### config.mk
export PLATFORM = sky130hd
export DESIGN_NAME = game_judge
export DESIGN_NICKNAME = d
export VERILOG_FILES = /design/src/rtl/game_judge.sv
export SDC_FILE = /design/constraint.sdc
export NUM_CORES = 1
export LEC_CHECK = 0
export CAP_MARGIN = 20
export CORE_MARGIN = 2
export CORE_UTILIZATION = 45
export DETAILED_ROUTE_END_ITERATION = 8
export MAX_ROUTING_LAYER = met4
export PLACE_DENSITY = 0.76
export SLEW_MARGIN = 10
export SYNTH_ARGS = -nofsm -noshare
export SYNTH_HDL_FRONTEND = slang
export SYNTH_SLANG_ARGS = --single-unit
### constraint.sdc
create_clock -name dclk -period 2.6 [get_ports dclk]
set_input_delay 0.26 -clock dclk [delete_from_list [all_inputs] [get_ports dclk]]
set_output_delay 0.26 -clock dclk [all_outputs]
set_load 0.005 [all_outputs]
### src/rtl/game_judge.sv
// Game referee: restarts the external win/loss counter, measures per-game progress
// against baselines captured at game start, and keeps saturating session tallies.
module game_judge #(
  parameter logic [3:0] WIN_GOAL  = 4'd3,
  parameter logic [3:0] LOSE_GOAL = 4'd3,
  parameter logic [3:0] START_VAL = 4'd7
) (
  input  logic       dclk,
  input  logic       rst,
  input  logic [3:0] count,
  input  logic [3:0] W_count,
  input  logic [3:0] L_count,
  input  logic       ack,
  output logic       INIT,
  output logic [3:0] inval,
  output logic       GAMEOVER,
  output logic [1:0] WHO,
  output logic [7:0] wins,
  output logic [7:0] losses,
  output logic [7:0] ties
);

  typedef enum logic [1:0] {START, SETTLE, PLAY, OVER} state_e;

  // The goal bits pack directly into the result code: {loss_hit, win_hit}.
  localparam logic [1:0] RES_NONE = 2'b00;
  localparam logic [1:0] RES_WIN  = 2'b01;
  localparam logic [1:0] RES_LOSS = 2'b10;
  localparam logic [1:0] RES_TIE  = 2'b11;

  state_e     state_q, state_d;
  logic       hold_q;
  logic [3:0] w_base_q, w_base_d;
  logic [3:0] l_base_q, l_base_d;
  logic [1:0] who_q, who_d;
  logic [7:0] wins_q, wins_d;
  logic [7:0] losses_q, losses_d;
  logic [7:0] ties_q, ties_d;

  logic [3:0] dw, dl;
  logic [1:0] goal;

  function automatic logic [7:0] sat_inc(input logic [7:0] v);
    return (v == 8'hFF) ? v : v + 8'd1;
  endfunction

  // 4-bit subtraction wraps mod 16, so tally roll-over mid-game is harmless.
  assign dw   = W_count - w_base_q;
  assign dl   = L_count - l_base_q;
  assign goal = {dl >= LOSE_GOAL, dw >= WIN_GOAL};

  always_comb begin
    // NOTE: every variable gets a default first so no path can infer a latch.
    state_d  = state_q;
    w_base_d = w_base_q;
    l_base_d = l_base_q;
    who_d    = who_q;
    wins_d   = wins_q;
    losses_d = losses_q;
    ties_d   = ties_q;
    unique case (state_q)
      START:  if (!hold_q) state_d = SETTLE;
      SETTLE: begin
        w_base_d = W_count;
        l_base_d = L_count;
        state_d  = PLAY;
      end
      PLAY: if (goal != RES_NONE) begin
        state_d = OVER;
        who_d   = goal;
        unique case (goal)
          RES_WIN:  wins_d   = sat_inc(wins_q);
          RES_LOSS: losses_d = sat_inc(losses_q);
          RES_TIE:  ties_d   = sat_inc(ties_q);
          default:  ;
        endcase
      end
      OVER: if (ack) begin
        state_d = START;
        who_d   = RES_NONE;
      end
      default: state_d = START;
    endcase
  end

  // hold_q keeps START from pulsing INIT until the first edge with rst low.
  always_ff @(posedge dclk) begin
    if (rst) begin
      state_q  <= START;
      hold_q   <= 1'b1;
      w_base_q <= '0;
      l_base_q <= '0;
      who_q    <= RES_NONE;
      wins_q   <= '0;
      losses_q <= '0;
      ties_q   <= '0;
    end else begin
      // NOTE: non-blocking assignments so all state updates see pre-edge values.
      state_q  <= state_d;
      hold_q   <= 1'b0;
      w_base_q <= w_base_d;
      l_base_q <= l_base_d;
      who_q    <= who_d;
      wins_q   <= wins_d;
      losses_q <= losses_d;
      ties_q   <= ties_d;
    end
  end

  assign INIT     = (state_q == START) && !hold_q;
  assign inval    = START_VAL;
  assign GAMEOVER = (state_q == OVER);
  assign WHO      = who_q;
  assign wins     = wins_q;
  assign losses   = losses_q;
  assign ties     = ties_q;

  // The counter should already hold the load value once START has completed.
  a_settle_count: assert property (@(posedge dclk) disable iff (rst)
    (state_q == SETTLE) |-> (count == START_VAL));

endmodule
==> results of run 1 <==
-- worst paths after layout --
path | from | to | slack, ps
hold / removal | W_count[0] | w_base_q[0] | 260
setup reg to reg | w_base_q[0] | wins[5] | 120
setup / recovery | w_base_q[0] | wins[5] | 120
hold reg to reg | WHO[0] | WHO[0] | 480
-- per-stage QoR --
step           instances  total power [mW]
3_3_place_gp         313              1.26
5_1_grt              324              2.04
3_5_place_dp         313              1.28
4_1_cts              323              1.90
2_1_floorplan        228              1.10
6_report             324              1.92
-- cell type report --
cell class | count | area share (%)
clock buffers | 5 | 2.57
clock inverters | 3 | 2.43
inverters | 18 | 2.52
multi-input cells | 160 | 44.6
flip-flops and latches | 37 | 27.7
well taps | 52 | 2.43
repair buffers | 49 | 17.7
-- kinds of logic (layout without fill, tap and decap cells) --
| group | after synthesis | count (layout) |
|---|---|---|
| xor+xnor | 8 | 8 |
| flops | 37 | 37 |
| fa+ha+maj | 16 | 16 |
| compound gates | 45 | 45 |
| mux | 13 | 13 |
| buf+inv | 31 | 75 |
| other cells | 2 | 4 |
| simple gates | 74 | 74 |
-- timing repair --
action / in CTS / in global routing
pin swaps: 0 / 5
setup buffers: 2 / 0
gates cloned: 0 / 1
endpoints found under the setup margin: 2 / 23
gates resized for setup: 1 / 15
hold buffers: 0 / 0
-- state kept, by name (all words and copies together), names as in the netlist --
| signal | cells |
|---|---|
| wins | 8 |
| l_base_q | 4 |
| losses | 8 |
| hold_q | 1 |
| WHO | 2 |
| w_base_q | 4 |
| state_q | 2 |
| ties | 8 |
-- report_power, final --
part | leakage [nW] | internal (mW) | switching (mW) | total [mW]
registers | 0.300 | 0.627 | 0.0450 | 0.672
clock network | 0.0681 | 0.381 | 0.209 | 0.591
logic | 0.679 | 0.334 | 0.328 | 0.662
total | 1.05 | 1.34 | 0.583 | 1.92
-- worst reg2reg max path, delay by kind of cell (launching register included) --
family	cells	cell delay (ps)
buf+inv	2	200
flops	1	340
simple gates	2	880
compound gates	2	240
fa+ha+maj	2	740
-- layout by cell type (no fill, tap or decap), types with 4 or more instances in the layout --
master	instances
inv_1	16
nand3_1	13
buf_4	10
mux2i_1	13
conb_1	4
or4_1	4
o21ai_0	12
a21oi_1	16
clkdlybuf4s50_1	35
xor2_1	5
clkbuf_8	5
nand2_1	8
nor2_1	17
and3_1	7
ha_1	12
dfxtp_1	37
or3_1	11
-- Yosys cell counts (2+ instances only) --
cell / n / share of area (%)
xnor2_1: 2 / 0.87
o31ai_1: 3 / 1.1
mux2i_1: 13 / 6.4
ha_1: 14 / 8.7
or3_1: 11 / 3.4
and3_1: 7 / 2.2
nor2_1: 17 / 3.2
nand3b_1: 2 / 0.74
nand4b_1: 2 / 0.87
o21ai_0: 12 / 3.0
and4_1: 2 / 0.87
dfxtp_1: 37 / 37
nand2_1: 8 / 1.5
xor2_1: 6 / 2.6
inv_1: 18 / 3.3
o211ai_1: 2 / 0.74
nor3_1: 3 / 0.74
conb_1: 2 / 0.37
or4_1: 5 / 1.9
clkbuf_1: 6 / 1.1
o21a_1: 2 / 0.74
buf_2: 2 / 0.50
fa_1: 2 / 2.0
a21oi_1: 17 / 4.2
nand3_1: 13 / 3.2
buf_4: 4 / 1.5
-- metal layers --
layer	global-route usage [%]	part of all wire, %	vias to the layer above
li1	-	-	882
met1	22.8	47	798
met2	27.9	48	41
met3	3.13	4.8	2
met4	6.29	0.69	0
met5	-	0	-
==> out/qor.yml, run 1 <==
muxShareOfSynthArea_pct: 6.45
drv_slew: 0
syn2layout_area_growth_pct: 32.6
p_leak_nw: 1.05
rsz0062_at_grt: "no"
nNetsFinal: 302
outcome: "complete, no violations"
clk_latency_ps: 290
place_congestion: 0.809
fillers: 374
avgSynthCellArea_sq_um: 8.93
synth_edf_count: 0
fin_crit_sh_pct: 95.2
seq_area_sq_um: 741
drive_gt1_share_pct: 13.2
fin_hold_ws_ps: 264
drc: 0
path_buf_inv: 2
yosys_warnings: 0
rows: 24
path_class: "register to register"
grt.total_usage_pct: 17.7
synth_seq_area_share_pct: 36.7
ir_drop_mv: 0.483
worstPathRequired_ps: 2820
die_height_microns: 71.0
synthSimpleGateAreaFrac_pct: 20.5
synthXorXnorAreaFrac_pct: 3.47
ioPinCount: 47
reg2regPathDepth: 8
synth_top_family_by_area: "simple AND/OR/NAND/NOR gates"
async_reset_ff_share_pct: 0
timing.fmax_ghz: 0.404
synthAdderAreaFrac_pct: 10.7
worstPathArrival_ps: 2690
finalWorstSetupSlack_ps: 124
cap_violations: 0
cts_buffers: 5
multiInputGateArea_sq_mm: 0.00119
drtIter0Drc: 85
root_buffer: "clkbuf_8"
fin_area_sq_mm: 0.00268
ys_ff_latch: 37
synth_flop_cell: "dfxtp_1"
pre_cts_ws_ps: -280
synth_cell_types: 40
worstSetupEndpointType: "register"
wl_microns: 4190
cts_tree: "yes"
cp.depth: 8
avgViaCountPerCell: 5.32
place_area_sq_mm: 0.00246
firstDrtPassIters: 4
worstMarginPinSlew_ps: 634
portBuffers: 38
slowest_stage: "or4_1"
skew_ps: 11.5
path_clk_slew_ps: 80
max-clock-path-buffers: 2
fin_util_pct: 61.9
antenna_found_initial: 0
diodes: 0
crit_path_max_incr_delay_ps: 570
grt_pass1_vias: 1602
die_area_sq_mm: 0.00504
crit_chain: "ha_2, inv_2, fa_2, a2111oi_4, buf_4, nand4b_1, or4_1, a21oi_1"
grt_overflow: 0
antenna_left: 0
fin_crit_ps: 2480
cts_sinks: 37
synth-compound-area-share_pct: 14.9
max_slew_margin_pct: 57.6
start_util_pct: 46.7
fin_tns_setup_ps: 0
critPathTopFamily: "simple AND/OR/NAND/NOR gates"
setup_viol: 0
hp-class: "input port to register"
die_w_microns: 71.0
finalHoldViolCount: 0
hold_depth: 3
core_area_sq_mm: 0.00432
dr_total_vias: 1723
htree_num_levels: 2
p_per_area_mw_per_mm2: 719
hpwl_microns: 2870
drt-wirelength-per-cell_microns: 12.9
synth_area_sq_mm: 0.00202
crit_fanout: 6
grt_pass1_wl_microns: 7090
grt_max_degree: 21
synthCells: 226
cp-start-kind: "register"
(Power assumes the default switching activity.)
==> run 2, diff against run 1 <==
--- a/config.mk
+++ b/config.mk
@@ -7,10 +7,10 @@
 export LEC_CHECK = 0
 export CAP_MARGIN = 20
 export CORE_MARGIN = 2
-export CORE_UTILIZATION = 45
+export CORE_UTILIZATION = 53
 export DETAILED_ROUTE_END_ITERATION = 8
 export MAX_ROUTING_LAYER = met4
-export PLACE_DENSITY = 0.76
+export PLACE_DENSITY = 0.84
 export SLEW_MARGIN = 10
 export SYNTH_ARGS = -nofsm -noshare
 export SYNTH_HDL_FRONTEND = slang
==> constraint.sdc (replaced) <==
create_clock -name dclk -period 3.1 [get_ports dclk]
set_input_delay 0.31 -clock dclk [delete_from_list [all_inputs] [get_ports dclk]]
set_output_delay 0.31 -clock dclk [all_outputs]
set_load 0.005 [all_outputs]
==> run 2 against run 1 <==
  * Sequential power decreased by 16%
  * First-iteration DRC count decreased by 15%
  * Sequential share of layout area increased by 1.5 points
  * Flip-flop and latch count unchanged
  * Global-route usage increased by 3.4 points
  * Clock skew decreased by 7.2 ps
  * Clock power decreased by 38%
  * Non-clock buffer count decreased by 5
  * Wire length decreased by 6.5%
==> out/qor.yml, run 2 (synthesized netlist as in run 1, its figures left out) <==
outcome: "complete, no violations"  # unchanged
worstPathArrival_ps: 2920  # was 2690 ps
cts_tree: "yes"  # unchanged
rsz0062_at_grt: "no"  # unchanged
antenna_found_initial: 0  # unchanged
worstSetupEndpointType: "register"  # unchanged
firstDrtPassIters: 4  # unchanged
diodes: 0  # unchanged
ioPinCount: 47  # unchanged
path_buf_inv: 3  # was 2
cp-start-kind: "input port"  # was register
skew_ps: 4.21  # was 11.5 ps
ir_drop_mv: 0.343  # was 0.483 mV
grt_pass1_vias: 1565  # was 1602
r2r_slack_ps: 590  # was 120 ps
post_cts_buffers: 0  # was 2
hp-class: "register to register"  # was input port to register
cts_sinks: 37  # unchanged
drtIter0Drc: 72  # was 85
rows: 22  # was 24
path_common_cell: "inv_1"
core_area_sq_mm: 0.00366  # was 0.00432 sq mm
cts_hold_buf: 0  # unchanged
hpwl_microns: 2830  # was 2870 microns
die_w_microns: 65.7  # was 71.0 microns
start_util_pct: 55.1  # was 46.7%
grt.total_usage_pct: 21.1  # was 17.7%
fin_tns_setup_ps: 0  # unchanged
max-clock-path-buffers: 2  # unchanged
path_class: "input port to register"  # was register to register
drv_slew: 0  # unchanged
portBuffers: 38  # unchanged
crit_path_max_incr_delay_ps: 460  # was 570 ps
critical_path.endpoint: "losses[7]"  # was wins[5]
slowest_stage: "or4_1"  # unchanged
die_height_microns: 65.7  # was 71.0 microns
htree_num_levels: 2  # unchanged
avgViaCountPerCell: 5.39  # was 5.32
p_leak_nw: 0.968  # was 1.05 nW
cap_violations: 0  # unchanged
grt_overflow: 0  # unchanged
final_common_cell: "clkdlybuf4s50_1"  # was dfxtp_1
startpoint: "W_count[0]"  # was w_base_q[0]
layout_common_cells: "38 x clkdlybuf4s50_1, 37 x dfxtp_1, 18 x inv_1, 17 x a21oi_1, 17 x nor2_1"  # was 37 x dfxtp_1, 35 x clkdlybuf4s50_1, 17 x nor2_1, 16 x inv_1, 16 x a21oi_1
antenna_left: 0  # unchanged
setup_viol: 0  # unchanged
clk_latency_ps: 290  # about the same
worstPathRequired_ps: 3320  # was 2820 ps
grt_pass1_wl_microns: 6760  # was 7090 microns
nNetsFinal: 297  # was 302
root_buffer: "clkbuf_8"  # unchanged
path_clk_slew_ps: 70  # was 80 ps
cp.depth: 10  # was 8
reg2reg_to: "losses[7]"  # was wins[5]
critPathTopFamily: "simple AND/OR/NAND/NOR gates"  # unchanged
syn2layout_area_growth_pct: 25.8  # was 32.6%
fin_crit_ps: 2700
fin_util_pct: 69.3  # was 61.9%
grt_max_degree: 25  # was 21
crit_fanout: 9  # was 6
r2r-start: "w_base_q[0]"  # unchanged
finalHoldViolCount: 0  # unchanged
die_area_sq_mm: 0.00432  # was 0.00504 sq mm
wl_microns: 3920  # was 4190 microns
drc: 0  # unchanged
max_slew_margin_pct: 65.8  # was 57.6%
min_from: "WHO[0]"  # was W_count[0]
reg2regPathDepth: 8  # unchanged
timing.fmax_ghz: 0.371
postCtsResizedCells: 0  # was 1
fillers: 294  # was 374
fin_crit_sh_pct: 87.0
drive_gt1_share_pct: 7.87  # was 13.2%
crit_chain: "clkdlybuf4s50_1, inv_1, ha_1, inv_1, fa_1, xor2_1, a2111oi_4, nand4b_2, or4_1, a21oi_1"  # was ha_2, inv_2, fa_2, a2111oi_4, buf_4, nand4b_1, or4_1, a21oi_1
cts_buffers: 5  # unchanged
drt-wirelength-per-cell_microns: 12.4  # was 12.9 microns
dr_total_vias: 1699  # was 1723
place_congestion: 0.849  # was 0.809
p_per_area_mw_per_mm2: 557  # was 719 mW/mm^2
worstMarginPinSlew_ps: 513  # was 634 ps
[run 2: worst min path at each step]
| stage | to | slack [ps] | cells past startpoint |
|---|---|---|---|
| after floorplan | hold_q | 340 | 0 |
| after global placement | WHO[0] | 460 | 1 |
| after detailed placement | WHO[1] | 470 | 1 |
| after CTS | WHO[1] | 490 | 1 |
| after global routing | WHO[1] | 490 | 1 |
| final | WHO[0] | 480 | 1 |
[run 2: power by group]
group	internal [mW]	switching (mW)	leakage [nW]
clock network	0.201	0.166	0.0542
logic	0.238	0.247	0.613
registers	0.526	0.0370	0.300
total	0.965	0.450	0.968
[run 2: layout make-up]
type                            count  area (sq um)  area share, %
Inverter                           18          67.6           2.66
Multi-Input combinational cell    160          1140           45.0
Sequential cell                    37           741           29.2
Timing Repair Buffer               44           425           16.8
Clock inverter                      1          5.00          0.197
Tap cell                           48          60.1           2.37
Clock buffer                        7          96.3           3.79
[run 2: through the flow]
step	setup WS [ps]	hold WS, ps	total power [mW]	cells	area, sq um
after CTS	383	488	1.43	315	2540
final	403	484	1.42	315	2540
after global placement	209	456	1.04	307	2440
after global routing	235	493	1.51	315	2540
after floorplan	654	338	0.921	228	2030
after detailed placement	121	471	1.06	307	2440
[run 2: per-layer routing]
| metal | vias to the layer above | share of wire (%) | global-route usage [%] |
|---|---|---|---|
| met1 | 785 | 48 | 25.9 |
| met4 | 0 | 2.0 | 10.2 |
| met5 | - | 0 | - |
| met3 | 5 | 4.5 | 6.34 |
| li1 | 872 | - | - |
| met2 | 37 | 45 | 31.7 |
[run 2: worst reg2reg max path, delay by kind of cell (launching register included)]
kind            cells  cell delay [ps]
compound gates      2              560
xor+xnor            1              210
fa+ha+maj           2              550
simple gates        2              750
flops               1              330
buf+inv             1               50
==> run 3, diff against run 2 <==
--- a/config.mk
+++ b/config.mk
@@ -5,6 +5,7 @@
 export SDC_FILE = /design/constraint.sdc
 export NUM_CORES = 1
 export LEC_CHECK = 0
+export ABC_CLOCK_PERIOD_IN_PS = 3100
 export CAP_MARGIN = 20
 export CORE_MARGIN = 2
 export CORE_UTILIZATION = 53
==> results of run 3 <==
Same layout as run 2: the final DEF is identical, and so are final timing and power.
